`config.mk`:
```
export PLATFORM = sky130hd
export DESIGN_NAME = bidir_bus_master
export DESIGN_NICKNAME = d
export VERILOG_FILES = /design/src/rtl/bidir_bus_master.sv
export SDC_FILE = /design/constraint.sdc
export NUM_CORES = 1
export LEC_CHECK = 0
export ABC_AREA = 1
export CORE_ASPECT_RATIO = 0.8
export CORE_MARGIN = 2
export CORE_UTILIZATION = 45
export CTS_CLUSTER_DIAMETER = 150
export DETAILED_ROUTE_END_ITERATION = 7
export PLACE_DENSITY = 0.72
export SLEW_MARGIN = 20
export SYNTH_ARGS = -nofsm -noshare
export SYNTH_HDL_FRONTEND = slang
export SYNTH_SLANG_ARGS = --single-unit
```
`constraint.sdc`:
```
create_clock -name clk -period 1.8 [get_ports clk]
set_input_delay 0.36 -clock clk [delete_from_list [all_inputs] [get_ports clk]]
set_output_delay 0.36 -clock clk [all_outputs]
set_load 0.01 [all_outputs]
```
`src/rtl/bidir_bus_master.sv`:
```
// ----------------------------------------------------------------------------
// bidir_bus_master
//
// Transaction sequencer for the pin side of a 14-bit address / 8-bit data
// bidirectional bus. It accepts one read or write request at a time and turns
// it into registered pin activity for the pad wrappers: direction control,
// active-low strobes and read-data sampling. After a write the bus is left
// released for TURN_CYCLES so the FPGA and the device never drive data
// together.
//
// Sequence: IDLE -> SETUP -> STROBE -> HOLD -> (write: TURN | read: IDLE).
//
// Parameters
//   SETUP_CYCLES   0..15  address/data setup before the strobe (0 skips SETUP)
//   STROBE_CYCLES  1..15  strobe low width
//   TURN_CYCLES    0..15  released-bus cycles after a write
//
// Ports
//   clk, rst_n             clock; synchronous active-low reset
//   req_valid/req_ready    request handshake (accept when both high)
//   req_write              1 = write, 0 = read
//   req_addr, req_wdata    request address and write data
//   rsp_valid              one-cycle pulse when read data is valid
//   rsp_rdata              last read data, held until the next read completes
//   addr_o, addr_dir       address pad outputs and direction (1 = drive)
//   data_o, data_dir       data pad outputs and direction (1 = drive)
//   data_i                 data pad inputs
//   rd_n, wr_n             active-low read / write strobes
//
// Optional feature (macro BIDIR_BUS_COUNTERS_EN):
//   adds rd_count / wr_count, saturating 16-bit transaction counters that
//   advance in HOLD of each read / write and clear on reset.
// ----------------------------------------------------------------------------
module bidir_bus_master #(
  parameter int unsigned SETUP_CYCLES  = 1,
  parameter int unsigned STROBE_CYCLES = 2,
  parameter int unsigned TURN_CYCLES   = 1
) (
  input  logic        clk,
  input  logic        rst_n,
  input  logic        req_valid,
  output logic        req_ready,
  input  logic        req_write,
  input  logic [13:0] req_addr,
  input  logic [7:0]  req_wdata,
  output logic        rsp_valid,
  output logic [7:0]  rsp_rdata,
  output logic [13:0] addr_o,
  output logic        addr_dir,
  output logic [7:0]  data_o,
  input  logic [7:0]  data_i,
  output logic        data_dir,
  output logic        rd_n,
  output logic        wr_n
`ifdef BIDIR_BUS_COUNTERS_EN
  ,
  output logic [15:0] rd_count,
  output logic [15:0] wr_count
`endif
);

  typedef enum logic [2:0] {
    S_IDLE,
    S_SETUP,
    S_STROBE,
    S_HOLD,
    S_TURN
  } state_e;

  // Counter load values: each timed state lasts (load + 1) cycles.
  localparam logic [3:0] SETUP_LD  = 4'(SETUP_CYCLES - 1);
  localparam logic [3:0] STROBE_LD = 4'(STROBE_CYCLES - 1);
  localparam logic [3:0] TURN_LD   = 4'(TURN_CYCLES - 1);

  state_e      state_q, state_d;
  logic [3:0]  cnt_q, cnt_d;
  logic        write_q, write_d;
  logic [13:0] addr_q, addr_d;
  logic [7:0]  wdata_q, wdata_d;

  // Pin-side registers, computed from the state being entered.
  logic        ready_q, ready_d;
  logic        rsp_valid_q, rsp_valid_d;
  logic [7:0]  rdata_q, rdata_d;
  logic [13:0] addr_o_q, addr_o_d;
  logic        addr_dir_q, addr_dir_d;
  logic [7:0]  data_o_q, data_o_d;
  logic        data_dir_q, data_dir_d;
  logic        rd_n_q, rd_n_d;
  logic        wr_n_q, wr_n_d;

  always_comb begin
    // NOTE: every variable gets a default first so no path leaves it
    // unassigned, which would otherwise infer a latch.
    state_d     = state_q;
    cnt_d       = cnt_q;
    write_d     = write_q;
    addr_d      = addr_q;
    wdata_d     = wdata_q;
    rdata_d     = rdata_q;
    rsp_valid_d = 1'b0;

    case (state_q)
      S_IDLE: begin
        // ready_q is high only in IDLE, and stays low for the first cycle
        // after reset.
        if (req_valid && ready_q) begin
          write_d = req_write;
          addr_d  = req_addr;
          wdata_d = req_wdata;
          if (SETUP_CYCLES == 0) begin
            state_d = S_STROBE;
            cnt_d   = STROBE_LD;
          end else begin
            state_d = S_SETUP;
            cnt_d   = SETUP_LD;
          end
        end
      end
      S_SETUP: begin
        if (cnt_q == 4'd0) begin
          state_d = S_STROBE;
          cnt_d   = STROBE_LD;
        end else begin
          cnt_d = cnt_q - 4'd1;
        end
      end
      S_STROBE: begin
        if (cnt_q == 4'd0) begin
          state_d = S_HOLD;
          // Read data is captured on the edge that ends the last strobe cycle.
          if (!write_q) begin
            rdata_d     = data_i;
            rsp_valid_d = 1'b1;
          end
        end else begin
          cnt_d = cnt_q - 4'd1;
        end
      end
      S_HOLD: begin
        if (write_q && (TURN_CYCLES != 0)) begin
          state_d = S_TURN;
          cnt_d   = TURN_LD;
        end else begin
          state_d = S_IDLE;
        end
      end
      S_TURN: begin
        if (cnt_q == 4'd0) begin
          state_d = S_IDLE;
        end else begin
          cnt_d = cnt_q - 4'd1;
        end
      end
      default: state_d = S_IDLE;
    endcase

    // Pins take the values of the state being entered, so every pin is a
    // flop output with no combinational path from req_*.
    ready_d    = (state_d == S_IDLE);
    addr_o_d   = addr_o_q;
    data_o_d   = data_o_q;
    addr_dir_d = 1'b0;
    data_dir_d = 1'b0;
    rd_n_d     = 1'b1;
    wr_n_d     = 1'b1;
    case (state_d)
      S_SETUP, S_STROBE, S_HOLD: begin
        addr_dir_d = 1'b1;
        addr_o_d   = addr_d;
        data_dir_d = write_d;
        if (write_d) data_o_d = wdata_d;
        if (state_d == S_STROBE) begin
          rd_n_d = write_d;
          wr_n_d = !write_d;
        end
      end
      default: ;
    endcase
  end

  always_ff @(posedge clk) begin
    // NOTE: sequential state uses non-blocking assignments so every flop
    // samples the pre-edge values regardless of statement order.
    if (!rst_n) begin
      state_q     <= S_IDLE;
      cnt_q       <= 4'd0;
      write_q     <= 1'b0;
      addr_q      <= 14'd0;
      wdata_q     <= 8'd0;
      ready_q     <= 1'b0;
      rsp_valid_q <= 1'b0;
      rdata_q     <= 8'd0;
      addr_o_q    <= 14'd0;
      addr_dir_q  <= 1'b0;
      data_o_q    <= 8'd0;
      data_dir_q  <= 1'b0;
      rd_n_q      <= 1'b1;
      wr_n_q      <= 1'b1;
    end else begin
      state_q     <= state_d;
      cnt_q       <= cnt_d;
      write_q     <= write_d;
      addr_q      <= addr_d;
      wdata_q     <= wdata_d;
      ready_q     <= ready_d;
      rsp_valid_q <= rsp_valid_d;
      rdata_q     <= rdata_d;
      addr_o_q    <= addr_o_d;
      addr_dir_q  <= addr_dir_d;
      data_o_q    <= data_o_d;
      data_dir_q  <= data_dir_d;
      rd_n_q      <= rd_n_d;
      wr_n_q      <= wr_n_d;
    end
  end

  assign req_ready = ready_q;
  assign rsp_valid = rsp_valid_q;
  assign rsp_rdata = rdata_q;
  assign addr_o    = addr_o_q;
  assign addr_dir  = addr_dir_q;
  assign data_o    = data_o_q;
  assign data_dir  = data_dir_q;
  assign rd_n      = rd_n_q;
  assign wr_n      = wr_n_q;

`ifdef BIDIR_BUS_COUNTERS_EN
  logic [15:0] rd_count_q, wr_count_q;

  always_ff @(posedge clk) begin
    if (!rst_n) begin
      rd_count_q <= 16'd0;
      wr_count_q <= 16'd0;
    end else if (state_q == S_HOLD) begin
      if (write_q) begin
        if (wr_count_q != 16'hFFFF) wr_count_q <= wr_count_q + 16'd1;
      end else begin
        if (rd_count_q != 16'hFFFF) rd_count_q <= rd_count_q + 16'd1;
      end
    end
  end

  assign rd_count = rd_count_q;
  assign wr_count = wr_count_q;
`endif

endmodule
```
==> out/summary.txt <==
Post-Route WL = 6100 um
Type of the worst setup path = reg -> reg
Prevailing post-synth register cell = dfxtp_1
Gr usage total = 0.198
Initial antenna violation count = 0
CTS tree = built
Commonest non-fill, non-tap cell in the layout = nand2_1
Synth top area share = 0.503
Clock transition at the registers of the reported paths = 0.07 ns
Worst clock skew = 0.0110 ns
Iter 0 DRT Violations = 54
Syn Std Cell Area = 2630 um2
Pre-CTS WS = -0.0987 ns
Post-Place Cell Area = 3460 um2
CP endpoint kind = register
Fin crit share = 0.963
Crit path launch type = register
Syn-to-layout area delta = 43.4%
# rows = 24
Area leader, netlist = dfxtp_1
Grt total ovfl = 0
Pwr dens = 1680 nW/um2
Post-route design area = 3770 um2
Average wire per standard cell = 11.8 um
Min Tclk post-route = 1.73 ns
DR vias = 2421
Synthesized netlist net count = 390
CP Data Arrival Time = 1.96 ns
Syn_area_per_cell = 7.42 um2
Mapped Cells = 354
Worst Path Buf+Inv = 3
Fmax = 577 MHz
Required time of the critical path = 2.02 ns
Most frequent cells in the layout = nand2_1, nor2_1, clkdlybuf4s50_1, dfxtp_1, o21ai_0
Reg power frac = 0.315
Setup_tns = 0 ns
Comb power frac = 0.489
N_diodes = 0
Clock buffer depth = 2
Synth area leaders = dfxtp_1, nand2_1, nor2_1, a21oi_1, o21ai_0
Vias in the first global route = 2241
Drt pass-1 iters = 4
Worst VDD drop = 0.729 mV
Slowest CP cell = dfxtp_2
Root Buffer = clkbuf_8
Fillers = 478
Cell family with the largest share of critical-path delay = simple AND/OR/NAND/NOR gates
Die Footprint = 6470 um2
Hold_buf cts = 0
Max_cap viols = 0
Max transition margin = 0.802
Die W = 89.4 um
Power share of the clock group = 0.196
Reg area = 1320 um2
Final setup margin = 0.0665 ns
Switching pwr = 2.33 mW
Final Max Slew Viols = 0
Async set or reset register ratio after synthesis = 0
Initial core utilization = 0.473
Post-synth EDFFs = 0
Final ANT Viol Nets = 0
Switching Fraction = 0.368
Largest net degree at the start of global routing = 34
Sequential share of the synthesized area = 0.503
Die H = 72.3 um
Area of the multi-input gates = 1150 um2
Max stage delay on crit path = 0.33 ns
Leakage power = 1.65 nW
Internal power = 4.01 mW
Clock Latency Late Sink = 0.33 ns
CORE AREA = 5560 um2
Yosys reg bits = 66
Status = finished, final reports clean
Hpwl dp = 4220 um
CP Max Fanout = 8
Input/output buffers = 69
Synth Warn # = 0
Final Net Count = 471
Global-route wire length before repair = 9860 um
Worst hold path class = reg -> reg
Post-synth cell types = 29
GPL Wtd Cong = 0.757
Routed vias/inst = 4.67
Final setup vio count = 0
Final Hold Fails = 0
Flop-to-flop setup slack = 0.07 ns
H-tree depth = 3
Total CTS buffers = 9
Clk sinks = 66
Tightest Pin Transition = 0.294 ns
Io pins = 70
Layout cell share with drive strength beyond 1 = 0.123
# DRC = 0
Cell Chain, Critical Path = inv_1 > ha_1 > nand2_2 > buf_4 > nand2_1 > nand3_4 > buf_12 > a21oi_1 > nor2_1
-- final timing paths --
check	from	to	cells after the start
worst max-delay path	cnt_q[0]	data_o[5]	9
worst min-delay path	addr_q[3]	addr_q[3]	2
worst max register to register	cnt_q[0]	data_o[5]	9
worst min register to register	addr_q[3]	addr_q[3]	2
-- sequential cells by signal, summed over array words and instances, names as in the netlist --
signal and count:
addr_dir 1, addr_o 14, req_ready 1, rd_n 1, addr_q 14, rsp_valid 1, write_q 1, data_o 8
cnt_q 4, wdata_q 8, data_dir 1, wr_n 1, rsp_rdata 8, state_q 3
-- Yosys cell counts, types with 3 or more instances --
master	n
nand3_1	13
nor2_1	76
buf_4	3
nor3_1	3
a21oi_1	22
dfxtp_1	66
o21ai_0	22
o21ai_1	10
inv_2	6
nand2_1	84
inv_1	19
clkbuf_1	7
-- repair_timing --
action	CTS	global route
endpoints found under the setup margin	0	31
setup buffers	0	3
gates resized for setup	0	12
-- per-stage QoR --
stage	std cells	hold WS, ns	util	power, mW
6_report	518	0.468	0.678	6.34
5_1_grt	518	0.487	0.678	6.80
4_1_cts	513	0.469	0.659	5.94
3_5_place_dp	497	0.459	0.623	4.69
3_3_place_gp	497	0.454	0.623	4.63
2_1_floorplan	354	0.448	-	3.75
-- logic make-up (layout without fill, tap and decap cells) --
logic type,Yosys count,count (layout),share of synthesized area
buffers and inverters,40,126,0.0681
DFF,66,66,0.503
and+or+nand+nor,188,188,0.304
xor gates and xnor gates,1,1,0.00333
AOI/OAI and AO/OA,57,57,0.112
adders and majority gates,2,2,0.00952
-- power by group through the flow --
stage	clock [mW]	combinational [mW]	sequential (mW)
2_1_floorplan	0	1.66	2.09
5_1_grt	1.32	3.44	2.04
6_report	1.24	3.10	2.00
3_5_place_dp	0	2.67	2.02
3_3_place_gp	0	2.61	2.02
4_1_cts	1.26	2.69	2.00
-- worst min-delay path, stage by stage (launching register included) --
cell     delay (ns)
dfxtp_1        0.30
nand2_1        0.07
a21oi_1        0.06
-- area by class of cell --
class                      instances  share of cell area
sequential                        66               0.351
multi-input combinational        248               0.305
timing repair buffer              85               0.240
clock buffer                      14              0.0432
tap                               78              0.0259
inverter                          25              0.0256
clock inverter                     2             0.00930
-- layer usage --
layer  global-route usage  vias to the layer above  part of all wire
met5                    0                        -                 0
met4               0.0680                        0            0.0094
met3               0.0728                        7             0.053
met2                0.302                       46              0.46
met1                0.260                     1087              0.47
li1                     -                     1281                 -
(Power assumes the default switching activity.)
